==> src/rtl/alu_pkg.sv <==
// Shared ALU definitions: opcode encoding, datapath width and the response-register state type.
package alu_pkg;

  localparam int ALU_DATA_W = 32;
  localparam int ALU_OP_MAX = 5;

  typedef enum logic [3:0] {
    ALU_ADD = 4'd0,
    ALU_SUB = 4'd1,
    ALU_AND = 4'd2,
    ALU_OR  = 4'd3,
    ALU_XOR = 4'd4,
    ALU_SLT = 4'd5
  } alu_op_t;

  typedef enum logic {
    RESP_EMPTY = 1'b0,
    RESP_FULL  = 1'b1
  } resp_state_t;

endpackage

==> src/rtl/alu.sv <==
// Single-cycle combinational 32-bit ALU. Opcodes above ALU_OP_MAX produce 0; the illegal
// flag is decoded only when ALU_ARB_ILLEGAL_OP_EN is defined, otherwise it is tied low.
module alu
  import alu_pkg::*;
(
  input  logic [3:0]            op_i,
  input  logic [ALU_DATA_W-1:0] a_i,
  input  logic [ALU_DATA_W-1:0] b_i,
  output logic [ALU_DATA_W-1:0] result_o,
  output logic                  illegal_o
);

  always_comb begin
    result_o = '0;
    case (alu_op_t'(op_i))
      ALU_ADD: result_o = a_i + b_i;
      ALU_SUB: result_o = a_i - b_i;
      ALU_AND: result_o = a_i & b_i;
      ALU_OR:  result_o = a_i | b_i;
      ALU_XOR: result_o = a_i ^ b_i;
      // Unsigned compare, zero-extended single-bit result.
      ALU_SLT: result_o = {{(ALU_DATA_W-1){1'b0}}, (a_i < b_i)};
      default: result_o = '0;
    endcase
  end

`ifdef ALU_ARB_ILLEGAL_OP_EN
  assign illegal_o = (op_i > 4'(ALU_OP_MAX));
`else
  assign illegal_o = 1'b0;
`endif

endmodule

==> src/rtl/rr_arbiter.sv <==
// Round-robin arbiter: scans upward from rr_ptr, grants the first active request and
// moves the pointer past the winner only when the caller reports the grant was taken.
module rr_arbiter #(
  parameter int NUM_REQ = 4,
  parameter int IDX_W   = $clog2(NUM_REQ)
) (
  input  logic               clk,
  input  logic               reset,
  input  logic [NUM_REQ-1:0] req_i,
  input  logic               adv_i,
  output logic [NUM_REQ-1:0] grant_o,
  output logic [IDX_W-1:0]   grant_idx_o,
  output logic               any_o,
  output logic [IDX_W-1:0]   rr_ptr_o
);

  logic [IDX_W-1:0] rr_ptr_q;
  logic [IDX_W-1:0] rr_ptr_d;

  always_comb begin
    int j;
    j           = 0;
    grant_o     = '0;
    grant_idx_o = '0;
    any_o       = 1'b0;
    for (int k = 0; k < NUM_REQ; k++) begin
      j = int'(rr_ptr_q) + k;
      if (j >= NUM_REQ) j = j - NUM_REQ;
      if (!any_o && req_i[j]) begin
        any_o       = 1'b1;
        grant_o[j]  = 1'b1;
        grant_idx_o = IDX_W'(j);
      end
    end
  end

  assign rr_ptr_d = (adv_i && any_o) ?
                    ((int'(grant_idx_o) == NUM_REQ - 1) ? '0 : grant_idx_o + IDX_W'(1)) :
                    rr_ptr_q;

  always_ff @(posedge clk or posedge reset) begin
    if (reset) rr_ptr_q <= '0;
    else       rr_ptr_q <= rr_ptr_d;
  end

  assign rr_ptr_o = rr_ptr_q;

endmodule

==> src/rtl/alu_arbiter.sv <==
// Shares one ALU between NUM_REQ requesters with round-robin arbitration and a single
// registered response slot. ALU_ARB_ILLEGAL_OP_EN enables the resp_err illegal-opcode flag.
module alu_arbiter
  import alu_pkg::*;
#(
  parameter int NUM_REQ = 4,
  parameter int DATA_W  = ALU_DATA_W,
  parameter int ID_W    = $clog2(NUM_REQ)
) (
  input  logic                      clk,
  input  logic                      reset,
  input  logic [NUM_REQ-1:0]        req_valid,
  output logic [NUM_REQ-1:0]        req_ready,
  input  logic [NUM_REQ*4-1:0]      req_op,
  input  logic [NUM_REQ*DATA_W-1:0] req_a,
  input  logic [NUM_REQ*DATA_W-1:0] req_b,
  output logic                      resp_valid,
  input  logic                      resp_ready,
  output logic [ID_W-1:0]           resp_id,
  output logic [DATA_W-1:0]         resp_data,
  output logic                      resp_err
);

  // Handshakes: a transfer happens on a rising edge where valid and ready are both high.
  // req_ready may depend on req_valid and resp_ready in the same cycle; resp_* stay
  // stable while resp_valid is high and resp_ready is low.

  resp_state_t       state_q;
  logic [DATA_W-1:0] data_q;
  logic [ID_W-1:0]   id_q;
  logic              err_q;

  logic [NUM_REQ-1:0] grant;
  logic [ID_W-1:0]    grant_idx;
  logic [ID_W-1:0]    rr_ptr;
  logic               grant_any;
  logic               can_accept;
  logic               accept;

  logic [3:0]        op_sel;
  logic [DATA_W-1:0] a_sel;
  logic [DATA_W-1:0] b_sel;
  logic [DATA_W-1:0] alu_res;
  logic              alu_ill;

  assign can_accept = ((state_q == RESP_EMPTY) | resp_ready) & ~reset;
  assign accept     = can_accept & grant_any;
  assign req_ready  = can_accept ? grant : '0;

  rr_arbiter #(
    .NUM_REQ (NUM_REQ),
    .IDX_W   (ID_W)
  ) u_rr (
    .clk         (clk),
    .reset       (reset),
    .req_i       (req_valid),
    .adv_i       (can_accept),
    .grant_o     (grant),
    .grant_idx_o (grant_idx),
    .any_o       (grant_any),
    .rr_ptr_o    (rr_ptr)
  );

  always_comb begin
    ptr_in_range: assert (int'(rr_ptr) < NUM_REQ);
  end

  assign op_sel = req_op[int'(grant_idx)*4 +: 4];
  assign a_sel  = req_a[int'(grant_idx)*DATA_W +: DATA_W];
  assign b_sel  = req_b[int'(grant_idx)*DATA_W +: DATA_W];

  alu u_alu (
    .op_i      (op_sel),
    .a_i       (a_sel),
    .b_i       (b_sel),
    .result_o  (alu_res),
    .illegal_o (alu_ill)
  );

  always_ff @(posedge clk or posedge reset) begin
    if (reset) begin
      state_q <= RESP_EMPTY;
      data_q  <= '0;
      id_q    <= '0;
      err_q   <= 1'b0;
    end else if (accept) begin
      state_q <= RESP_FULL;
      data_q  <= alu_res;
      id_q    <= grant_idx;
      err_q   <= alu_ill;
    end else if (resp_ready) begin
      // Draining keeps the last payload visible; only the valid flag clears.
      state_q <= RESP_EMPTY;
    end
  end

  assign resp_valid = (state_q == RESP_FULL);
  assign resp_id    = id_q;
  assign resp_data  = data_q;
  assign resp_err   = err_q;

endmodule

==> config.mk <==
export PLATFORM = sky130hd
export DESIGN_NAME = alu_arbiter
export DESIGN_NICKNAME = d
export VERILOG_FILES = /design/src/rtl/alu_pkg.sv /design/src/rtl/alu.sv /design/src/rtl/rr_arbiter.sv /design/src/rtl/alu_arbiter.sv
export SDC_FILE = /design/constraint.sdc
export NUM_CORES = 1
export LEC_CHECK = 0
export CAP_MARGIN = 20
export CORE_ASPECT_RATIO = 0.5
export CORE_MARGIN = 1
export CORE_UTILIZATION = 52
export CTS_BUF_LIST = sky130_fd_sc_hd__clkbuf_8
export DETAILED_ROUTE_END_ITERATION = 6
export GPL_ROUTABILITY_DRIVEN = 0
export PLACE_DENSITY = 0.95
export SETUP_SLACK_MARGIN = 0.15
export SLEW_MARGIN = 20
export SYNTH_ARGS = -nofsm -noshare
export SYNTH_HDL_FRONTEND = slang
export SYNTH_SLANG_ARGS = --single-unit
==> constraint.sdc <==
create_clock -name clk -period 18.1 [get_ports clk]
set_input_delay 3.62 -clock clk [delete_from_list [all_inputs] [get_ports clk]]
set_output_delay 3.62 -clock clk [all_outputs]
set_load 0.01 [all_outputs]
# --- After elaboration in Yosys (flattened, before gate mapping) ---
# Cells that the tools add are included.
word_totals:
  register_bits: 37
  inputBits: 279
  output_inout_bits: 40
  word_cells: 101
op_classes:
  addsub: 10
  n_lt_le_gt_ge: 13
  n_eq_ne: 6
  n_shift: 3
  n_mux: 41
  n_bitwise: 11
  reduce_logical: 13
ops:
  columns: ["cell", "count"]
  rows:
  - ["$shiftx A128 B8 Y32", 2]
  - ["$pmux W32 S6", 1]
  - ["$ge A32 B1 Y1 const B", 4]
  - ["$lt A32 B4 Y1 const B", 4]
  - ["$mux W32", 4]
  - ["$ge A32 B4 Y1 const B", 3]
  - ["$sub A32 B4 Y32 const B", 3]
  - ["$add A32 B32 Y32", 1]
  - ["$and A32 B32 Y32", 1]
  - ["$lt A32 B32 Y1", 1]
  - ["$or A32 B32 Y32", 1]
  - ["$sub A32 B32 Y32", 1]
  - ["$xor A32 B32 Y32", 1]
  - ["$mux W4", 5]
  - ["$mux W1", 18]
  - ["$shiftx A16 B5 Y4", 1]
  - ["$or A4 B4 Y4", 3]
  - ["$mux W2", 5]
  - ["$bmux W1 S2", 4]
  - ["$demux W1 S2", 4]
  - ["$eq A4 B2 Y1 const B", 2]
  - ["$eq A4 B3 Y1 const B", 2]
  - ["$logic_and A1 B1 Y1", 8]
  - ["$add A2 B2 Y3 const B", 2]
  - ["12 further kinds", 16]

# --- Logic depth before layout (Yosys ltp) ---
# Gate-level depths: netlist of the first run.
depth:
  ltp_word: 18
  ltp_mapped: 27
  depth_no_buf: 22

# --- By module ---
# From an unflattened synthesis of the first run, not the netlist that was laid out.
unflattened:
  hier_cells: 926
  area_unflattened_um2: 8172.8
modules_own_cells:
  columns: ["module", "instances", "cells_per_inst", "area_each_um2", "seq_area_each_um2"]
  rows:
  - ["alu", 1, 700, 4568.1, 0.0]
  - ["alu_arbiter", 1, 168, 3046.7, 900.9]
  - ["rr_arbiter", 1, 58, 558.0, 50.0]

# --- Worst setup path before layout of the first run ---
# OpenSTA, ideal clock, no wires.
synth_path:
  kind: "input to register"
  start: "input port req_valid[0]"
  end: "register data_q[29], in the netlist resp_data[29]"
  setup_time_ns: 0.143
  arrival_ns: 8.611
  t_required_ns: 17.957
  path_slack_ns: 9.345
  cell_stages: 22
  n_path_buf: 4
  cell_sequence: "buf_2 -> mux4_2 -> nor2b_4 -> o21ai_1 -> nand2_1 -> buf_2 -> buf_1 -> buf_2 -> mux2i_1 -> mux2i_1 -> inv_1 -> ha_1 -> o21ba_2 -> or4_1 -> nand3_1 -> nand4_1 -> a31oi_1 -> a211oi_1 -> o41ai_1 -> xnor2_1 -> a221oi_1 -> a22oi_1"
synth_between:
  elab_chain_cells: 16
synth_rtl:
  columns: ["element", "line", "source"]
  rows:
  - ["from (decl)", "alu_arbiter.sv:12", "input logic [NUM_REQ-1:0] req_valid,"]
  - ["$bmux W1 S2", "rr_arbiter.sv:29", "if (!any_o && req_i[j]) begin"]
  - ["$mux W1 (not written as such) (2 in series)", "rr_arbiter.sv:29", null]
  - ["$mux W1", "rr_arbiter.sv:29", null]
  - ["$logic_not A1 Y1", "rr_arbiter.sv:29", null]
  - ["$logic_and A1 B1 Y1", "rr_arbiter.sv:29", null]
  - ["$mux W1", "rr_arbiter.sv:29", null]
  - ["$logic_not A1 Y1", "rr_arbiter.sv:29", null]
  - ["$logic_and A1 B1 Y1", "rr_arbiter.sv:29", null]
  - ["$mux W1", "rr_arbiter.sv:29", null]
  - ["$logic_not A1 Y1", "rr_arbiter.sv:29", null]
  - ["$logic_and A1 B1 Y1", "rr_arbiter.sv:29", null]
  - ["$mux W2", "rr_arbiter.sv:29", null]
  - ["$shiftx A128 B8 Y32 (tied with other cells)", "alu_arbiter.sv:69", "assign a_sel = req_a[int'(grant_idx)*DATA_W +: DATA_W];"]
  - ["$sub A32 B32 Y32 (tied with other cells)", "alu.sv:17", "ALU_SUB: result_o = a_i - b_i;"]
  - ["$pmux W32 S6", "alu.sv:15", "case (alu_op_t'(op_i))"]
  - ["to (signal assigned)", "alu_arbiter.sv:88", "data_q <= alu_res;"]
  - ["to (decl)", "alu_arbiter.sv:29", "logic [DATA_W-1:0] data_q;"]
# Parallel ways exist; a longest one is shown, timed or not. The select of a mux whose other input is x is not followed.
# A chain may end at the register's enable or synchronous reset.

# --- Final worst setup path of the first run ---
# Ends and elaborated chain as after synthesis.

==> results of run 1 <==
## layer usage
layer	up-vias	global-route usage, %	wire length [um]	part of all wire, %
li1	4724	-	-	-
met3	247	10.2	4130	12
met1	4874	38.6	12000	36
met5	-	0	0	0
met2	831	61.1	15500	47
met4	0	16.9	1670	5.0
## area by class of cell
type,instances,area share (%)
Multi-Input combinational cell,937,60.1
Clock inverter,3,0.111
Tap cell,227,2.30
Clock buffer,5,0.556
Timing Repair Buffer,327,26.3
Inverter,107,3.25
Sequential cell,37,7.48
## sequential cells by signal, indices dropped and copies added (netlist names)
name and flops:
resp_data 32, resp_id 2, u_rr.rr_ptr_o 2, resp_valid 1
## final timing paths
check / from / cells after the start / end
worst max-delay path: req_valid[0] / 19 / resp_data[29]$_DFFE_PP0P_
worst min-delay path: resp_id[0]$_DFFE_PP0P_ / 2 / resp_id[0]$_DFFE_PP0P_
worst max register to register: u_rr.rr_ptr_o[0]$_DFFE_PP0P_ / 20 / resp_data[29]$_DFFE_PP0P_
worst min register to register: resp_id[0]$_DFFE_PP0P_ / 2 / resp_id[0]$_DFFE_PP0P_
max in group asynchronous: reset / 3 / resp_data[18]$_DFFE_PP0P_
min in group asynchronous: reset / 3 / resp_valid$_DFFE_PP0P_
## logic make-up after synthesis
group           after synthesis  synth area share [%]
buf+inv                     185                  8.80
fa+ha+maj                   112                  15.5
mux                         209                  23.4
flops                        37                  10.1
other cells                   1                0.0410
compound gates              310                  24.6
xor+xnor                     33                  3.16
simple gates                272                  14.4
## stage by stage
step                      area [sq um]  setup slack, ns
after floorplan                   9140             9.35
after global placement           12300             7.72
after detailed placement         12300             7.51
after CTS                        12400             7.77
after global routing             12400             7.07
final                            12400             7.35
## synthesized netlist by cell type (5+ instances only)
master	count
buf_6	8
nor2_1	88
a21o_1	10
nand4_1	10
o211ai_1	6
o221ai_1	5
xnor2_1	29
mux2i_1	201
o21a_1	6
o31ai_1	7
nor4_1	10
or4_1	5
o22ai_1	5
a211oi_1	10
a21oi_1	65
nand2_1	73
nor3_1	21
inv_1	107
ha_1	110
dfrtp_1	37
a221oi_1	29
a22oi_1	9
buf_1	10
or3_1	6
nor2b_1	7
buf_2	19
a22o_1	5
nand2b_1	9
o21ai_0	34
o2bb2ai_1	17
a21boi_0	7
nand3_1	18
o21ai_1	24
o21bai_1	13
a31oi_1	8
clkbuf_1	36
## critical path, cell delays in order
cell and delay, ns:
clkdlybuf4s50_1 0.64, mux2i_1 0.18, mux2i_1 0.63, o21ai_1 0.29
nand2_4 0.53, buf_4 0.87, mux2i_1 0.31, mux2i_1 0.16
ha_1 0.29, a211oi_1 0.60, nor4_1 0.21, o41ai_1 0.99
nor2_1 0.14, nor3_1 0.41, o211a_1 0.26, nor3_1 0.11
a31o_2 0.32, mux2i_1 0.17, a22oi_1 0.09
==> summary.txt, run 1 <==
Yosys
  – EDFF count, synth: 0
  – Area leader, netlist: mux2i_1
  – Synth cell types: 85
  – Gate Count Post-Synth: 1159
  – Post-synth top flop: dfrtp_1
  – FFs w/ async S/R, synth: 100%
  – Register area share after synthesis: 10.1%
  – Net Count, Synth: 1550
  – Largest cells by area after synthesis: mux2i_1 (22%), ha_1 (15%), dfrtp_1 (10%)
  – Synth Area per Inst: 7.89 sq um
  – Yosys warns: 0
  – Synthesized area: 9140 sq um
  – Share of the synthesized area in the top cell type: 22.0%
  – Synthesized flop and latch total: 37

Placement
  – DP Cell Count: 1635
  – DPL Wire Length: 25900 um
  – IO buf count: 317

Clock tree
  – Resized cells post-CTS: 0
  – Post-CTS setup buffers: 0
  – H-tree depth: 2
  – Clock Sinks: 37
  – Clock root cell: clkbuf_8
  – CTS Buffer Depth: 2
  – Hold buffers post-CTS: 0
  – Reg clk slew, reported paths: 0.09 ns
  – CTS tree: built
  – CTS Buf Count: 5
  – Clk Latency, worst-skew pair: 0.32 ns

Cells and area
  – Layout area overhead: 35.3%
  – Fin cells: 1643
  – Layout cells sized above 1: 3.67%
  – Most frequent cells in the layout: clkdlybuf4s50_1 (317), mux2i_1 (201), ha_1 (110), inv_1 (108), nor2_1 (88)
  – FF+latch area: 926 sq um
  – Multi-input gate area: 7430 sq um
  – Finished Core Util: 73.8%
  – Nets@finish: 1806
  – Most common cell after layout, fill and taps aside: clkdlybuf4s50_1
  – ANT cells: 0
  – Filler Cells Inserted: 1179

STA
  – Slew Viols, Final: 0
  – Final hold violations: 0
  – Final setup vio count: 0
  – Clk_skew: 0.00940 ns
  – Final worst path period share: 59.4%
  – RSZ-0062 raised after global routing: no
  – Worst Tran Pin Value: 1.23 ns
  – Setup TNS: 0 ns
  – Max-slew headroom: 17.9%
  – Fmax: 93.0 MHz
  – Hold_ws: 0.482 ns
  – Final min period: 10.75 ns

Run status
  – Status: complete, but fails checks
  – Violated checks: design-rule violations

Drt
  – Post-route antenna net violation count: 0
  – Post-Route WL: 33200 um
  – Routed len/inst: 20.2 um
  – Vias per cell: 6.50
  – DRT iter0 DRCs: 1624
  – DRC viols: 88
  – DRT Pass-1 Iters: 7
  – Vias: 10.7k

Worst setup path
  – Crit end category: flip-flop
  – CP Class: in2reg
  – R2r setup slk: 9.93 ns
  – CP required: 18.28 ns
  – Critical path fanouts, max: 61
  – Critical path arrival: 10.93 ns
  – Kind of start point of the critical path: input port

Die
  – I/O pin count: 319
  – Core Region: 16800 sq um
  – Initial Utilization: 54.5%
  – Cell Rows: 33
  – Vert. Die Dim: 95.8 um
  – Die area: 18200 sq um
  – Die W: 190 um

Global routing
  – GRT overflow: 0
  – Initial antenna violation count: 0
  – Pin count of the biggest net entering global routing: 62
  – Vias in the first global route: 10.5k
  – Overall global routing resource usage: 34.5%
  – First-pass GRT wire length: 50100 um

Hold path
  – Hold Crit Class: reg2reg

Job
  – Max-cap viol count: 0
Power of run 1 is not shown: default switching activity piles up to over one toggle a cycle in this logic, so the estimate is an artifact.
==> run 2, diff against run 1 <==
--- a/config.mk
+++ b/config.mk
@@ -8,11 +8,11 @@
 export CAP_MARGIN = 20
 export CORE_ASPECT_RATIO = 0.5
 export CORE_MARGIN = 1
-export CORE_UTILIZATION = 52
+export CORE_UTILIZATION = 43
 export CTS_BUF_LIST = sky130_fd_sc_hd__clkbuf_8
 export DETAILED_ROUTE_END_ITERATION = 6
 export GPL_ROUTABILITY_DRIVEN = 0
-export PLACE_DENSITY = 0.95
+export PLACE_DENSITY = 0.9
 export SETUP_SLACK_MARGIN = 0.15
 export SLEW_MARGIN = 20
 export SYNTH_ARGS = -nofsm -noshare
==> constraint.sdc (replaced) <==
create_clock -name clk -period 8.9 [get_ports clk]
set_input_delay 1.78 -clock clk [delete_from_list [all_inputs] [get_ports clk]]
set_output_delay 1.78 -clock clk [all_outputs]
set_load 0.01 [all_outputs]
==> summary.txt, run 2 (same netlist as run 1, synthesis figures left out) <==
Run status
  – Status: complete, but fails checks (unchanged)
  – Violated checks: design-rule violations (unchanged)

Worst setup path
  – Kind of start point of the critical path: input port (unchanged)
  – CP Class: in2reg (unchanged)
  – Crit end category: flip-flop (unchanged)
  – CP required: 9.06 ns (was 18.28 ns)
  – Critical path fanouts, max: 37 (was 61)
  – Critical path arrival: 8.45 ns (was 10.93 ns)

Cells and area
  – Most common cell after layout, fill and taps aside: clkdlybuf4s50_1 (unchanged)
  – Number of flip-flops in the largest register: 32 (unchanged)
  – Layout area overhead: 37.1% (was 35.3%)
  – Nets@finish: 1812 (was 1806)
  – Layout cells sized above 1: 4.15% (was 3.67%)
  – Filler Cells Inserted: 1713 (was 1179)
  – FF+latch area: 926 sq um (unchanged)
  – Multi-input gate area: 7430 sq um (about the same)
  – ANT cells: 0 (unchanged)
  – Most frequent cells in the layout: clkdlybuf4s50_1 (317), mux2i_1 (201), ha_1 (110), inv_1 (107), nor2_1 (88) (was clkdlybuf4s50_1 (317), mux2i_1 (201), ha_1 (110), inv_1 (108), nor2_1 (88))

Die
  – Die W: 208 um (was 190 um)
  – Die area: 21900 sq um (was 18200 sq um)
  – I/O pin count: 319 (unchanged)
  – Cell Rows: 37 (was 33)
  – Core Region: 20700 sq um (was 16800 sq um)
  – Initial Utilization: 44.2% (was 54.5%)
  – Vert. Die Dim: 105 um (was 95.8 um)

Drt
  – Vias per cell: 6.15 (was 6.50)
  – DRC viols: 5 (was 88)
  – Vias: 10.4k (was 10.7k)
  – Routed len/inst: 19.8 um (was 20.2 um)
  – Post-Route WL: 33500 um (was 33200 um)
  – DRT Pass-1 Iters: 7 (unchanged)
  – Post-route antenna net violation count: 0 (unchanged)
  – DRT iter0 DRCs: 1362 (was 1624)

Clock tree
  – Clock Sinks: 37 (unchanged)
  – H-tree depth: 2 (unchanged)
  – Reg clk slew, reported paths: 0.09 ns (about the same)
  – Post-CTS setup buffers: 0 (unchanged)
  – Clk Latency, worst-skew pair: 0.32 ns (about the same)
  – CTS Buf Count: 5 (unchanged)
  – CTS tree: built (unchanged)
  – Clock root cell: clkbuf_8 (unchanged)
  – CTS Buffer Depth: 2 (unchanged)

STA
  – Max-slew headroom: 24.2% (was 17.9%)
  – Fmax: 121 MHz
  – Worst Tran Pin Value: 1.14 ns (was 1.23 ns)
  – Final worst path period share: 93.2%
  – Setup TNS: 0 ns (unchanged)
  – Clk_skew: 0.00766 ns (was 0.00940 ns)
  – Final setup vio count: 0 (unchanged)
  – Final hold violations: 0 (unchanged)
  – Final min period: 8.29 ns
  – RSZ-0062 raised after global routing: no (unchanged)
  – Slew Viols, Final: 0 (unchanged)

Global routing
  – First-pass GRT wire length: 52000 um (was 50100 um)
  – Overall global routing resource usage: 29.2% (was 34.5%)
  – Vias in the first global route: 10.3k (was 10.5k)
  – Pin count of the biggest net entering global routing: 70 (was 62)
  – Initial antenna violation count: 0 (unchanged)
  – GRT overflow: 0 (unchanged)

Job
  – Max-cap viol count: 0 (unchanged)

Placement
  – DPL Wire Length: 26600 um (was 25900 um)
  – IO buf count: 317 (unchanged)

Hold path
  – Hold Crit Class: reg2reg (unchanged)
==> run 2: changes by cell type in the layout (fill, tap and decap cells not counted), sizes merged <==
cell    previous run  this run
inv              108       107
buf               10        16
clkinv             2         1
bufinv             0         2
==> run 2: worst max-delay path: stages <==
cell,delay [ns]
clkdlybuf4s50_1,0.65
mux2i_1,0.18
mux2i_1,0.64
o21ai_1,0.28
nand2_4,0.54
buf_4,0.41
mux2i_1,0.25
mux2i_1,0.17
ha_1,0.49
a21oi_1,0.21
o31ai_1,0.15
a2111oi_0,0.56
a21oi_1,0.32
a2111oi_1,0.70
nor3_1,0.23
a31oi_1,0.27
xnor2_1,0.12
a221oi_1,0.36
a22oi_1,0.11
==> run 2: final timing paths <==
kind	slack (ns)	cells past startpoint	to	from
worst max-delay path	0.61	19	resp_data[28]$_DFFE_PP0P_	req_valid[0]
worst min-delay path	0.50	2	resp_data[27]$_DFFE_PP0P_	resp_data[27]$_DFFE_PP0P_
worst max register to register	1.23	20	resp_data[28]$_DFFE_PP0P_	u_rr.rr_ptr_o[0]$_DFFE_PP0P_
worst min register to register	0.50	2	resp_data[27]$_DFFE_PP0P_	resp_data[27]$_DFFE_PP0P_
max in group asynchronous	6.57	3	resp_data[10]$_DFFE_PP0P_	reset
min in group asynchronous	1.92	3	u_rr.rr_ptr_o[1]$_DFFE_PP0P_	reset
==> run 2: layout make-up <==
cell class / instances / area share [%]
inverter: 107 / 3.20
multi-input combinational: 937 / 59.2
clock inverter: 3 / 0.519
sequential: 37 / 7.39
tap: 273 / 2.73
clock buffer: 5 / 0.549
timing repair buffer: 333 / 26.4
==> run 2: timing repair <==
action	4_1_cts	5_1_grt
resized for setup	0	1
hold endpoints to repair	0	0
hold buffers	0	0
setup endpoints to repair	0	1
==> run 2: layer usage <==
layer / up-vias / wire length (um) / global-route usage (%)
met1: 4867 / 13200 / 36.2
met3: 134 / 3910 / 6.76
met5: - / 0 / 0
li1: 4744 / - / -
met2: 686 / 15200 / 49.2
met4: 0 / 1210 / 11.3
==> run 2: per-stage QoR <==
step / std cells / worst slack (ns) / hold slack (ns) / util, % / instance area, sq um
6_report: 1695 / 0.608 / 0.495 / 60.6 / 12500
5_1_grt: 1695 / 0.289 / 0.512 / 60.6 / 12500
4_1_cts: 1695 / 0.731 / 0.499 / 60.6 / 12500
3_5_place_dp: 1687 / 0.443 / 0.479 / 59.9 / 12400
3_3_place_gp: 1687 / 0.655 / 0.463 / 59.9 / 12400
2_1_floorplan: 1159 / 1.99 / 0.516 / - / 9140
Power of run 2 is left out for the same reason.
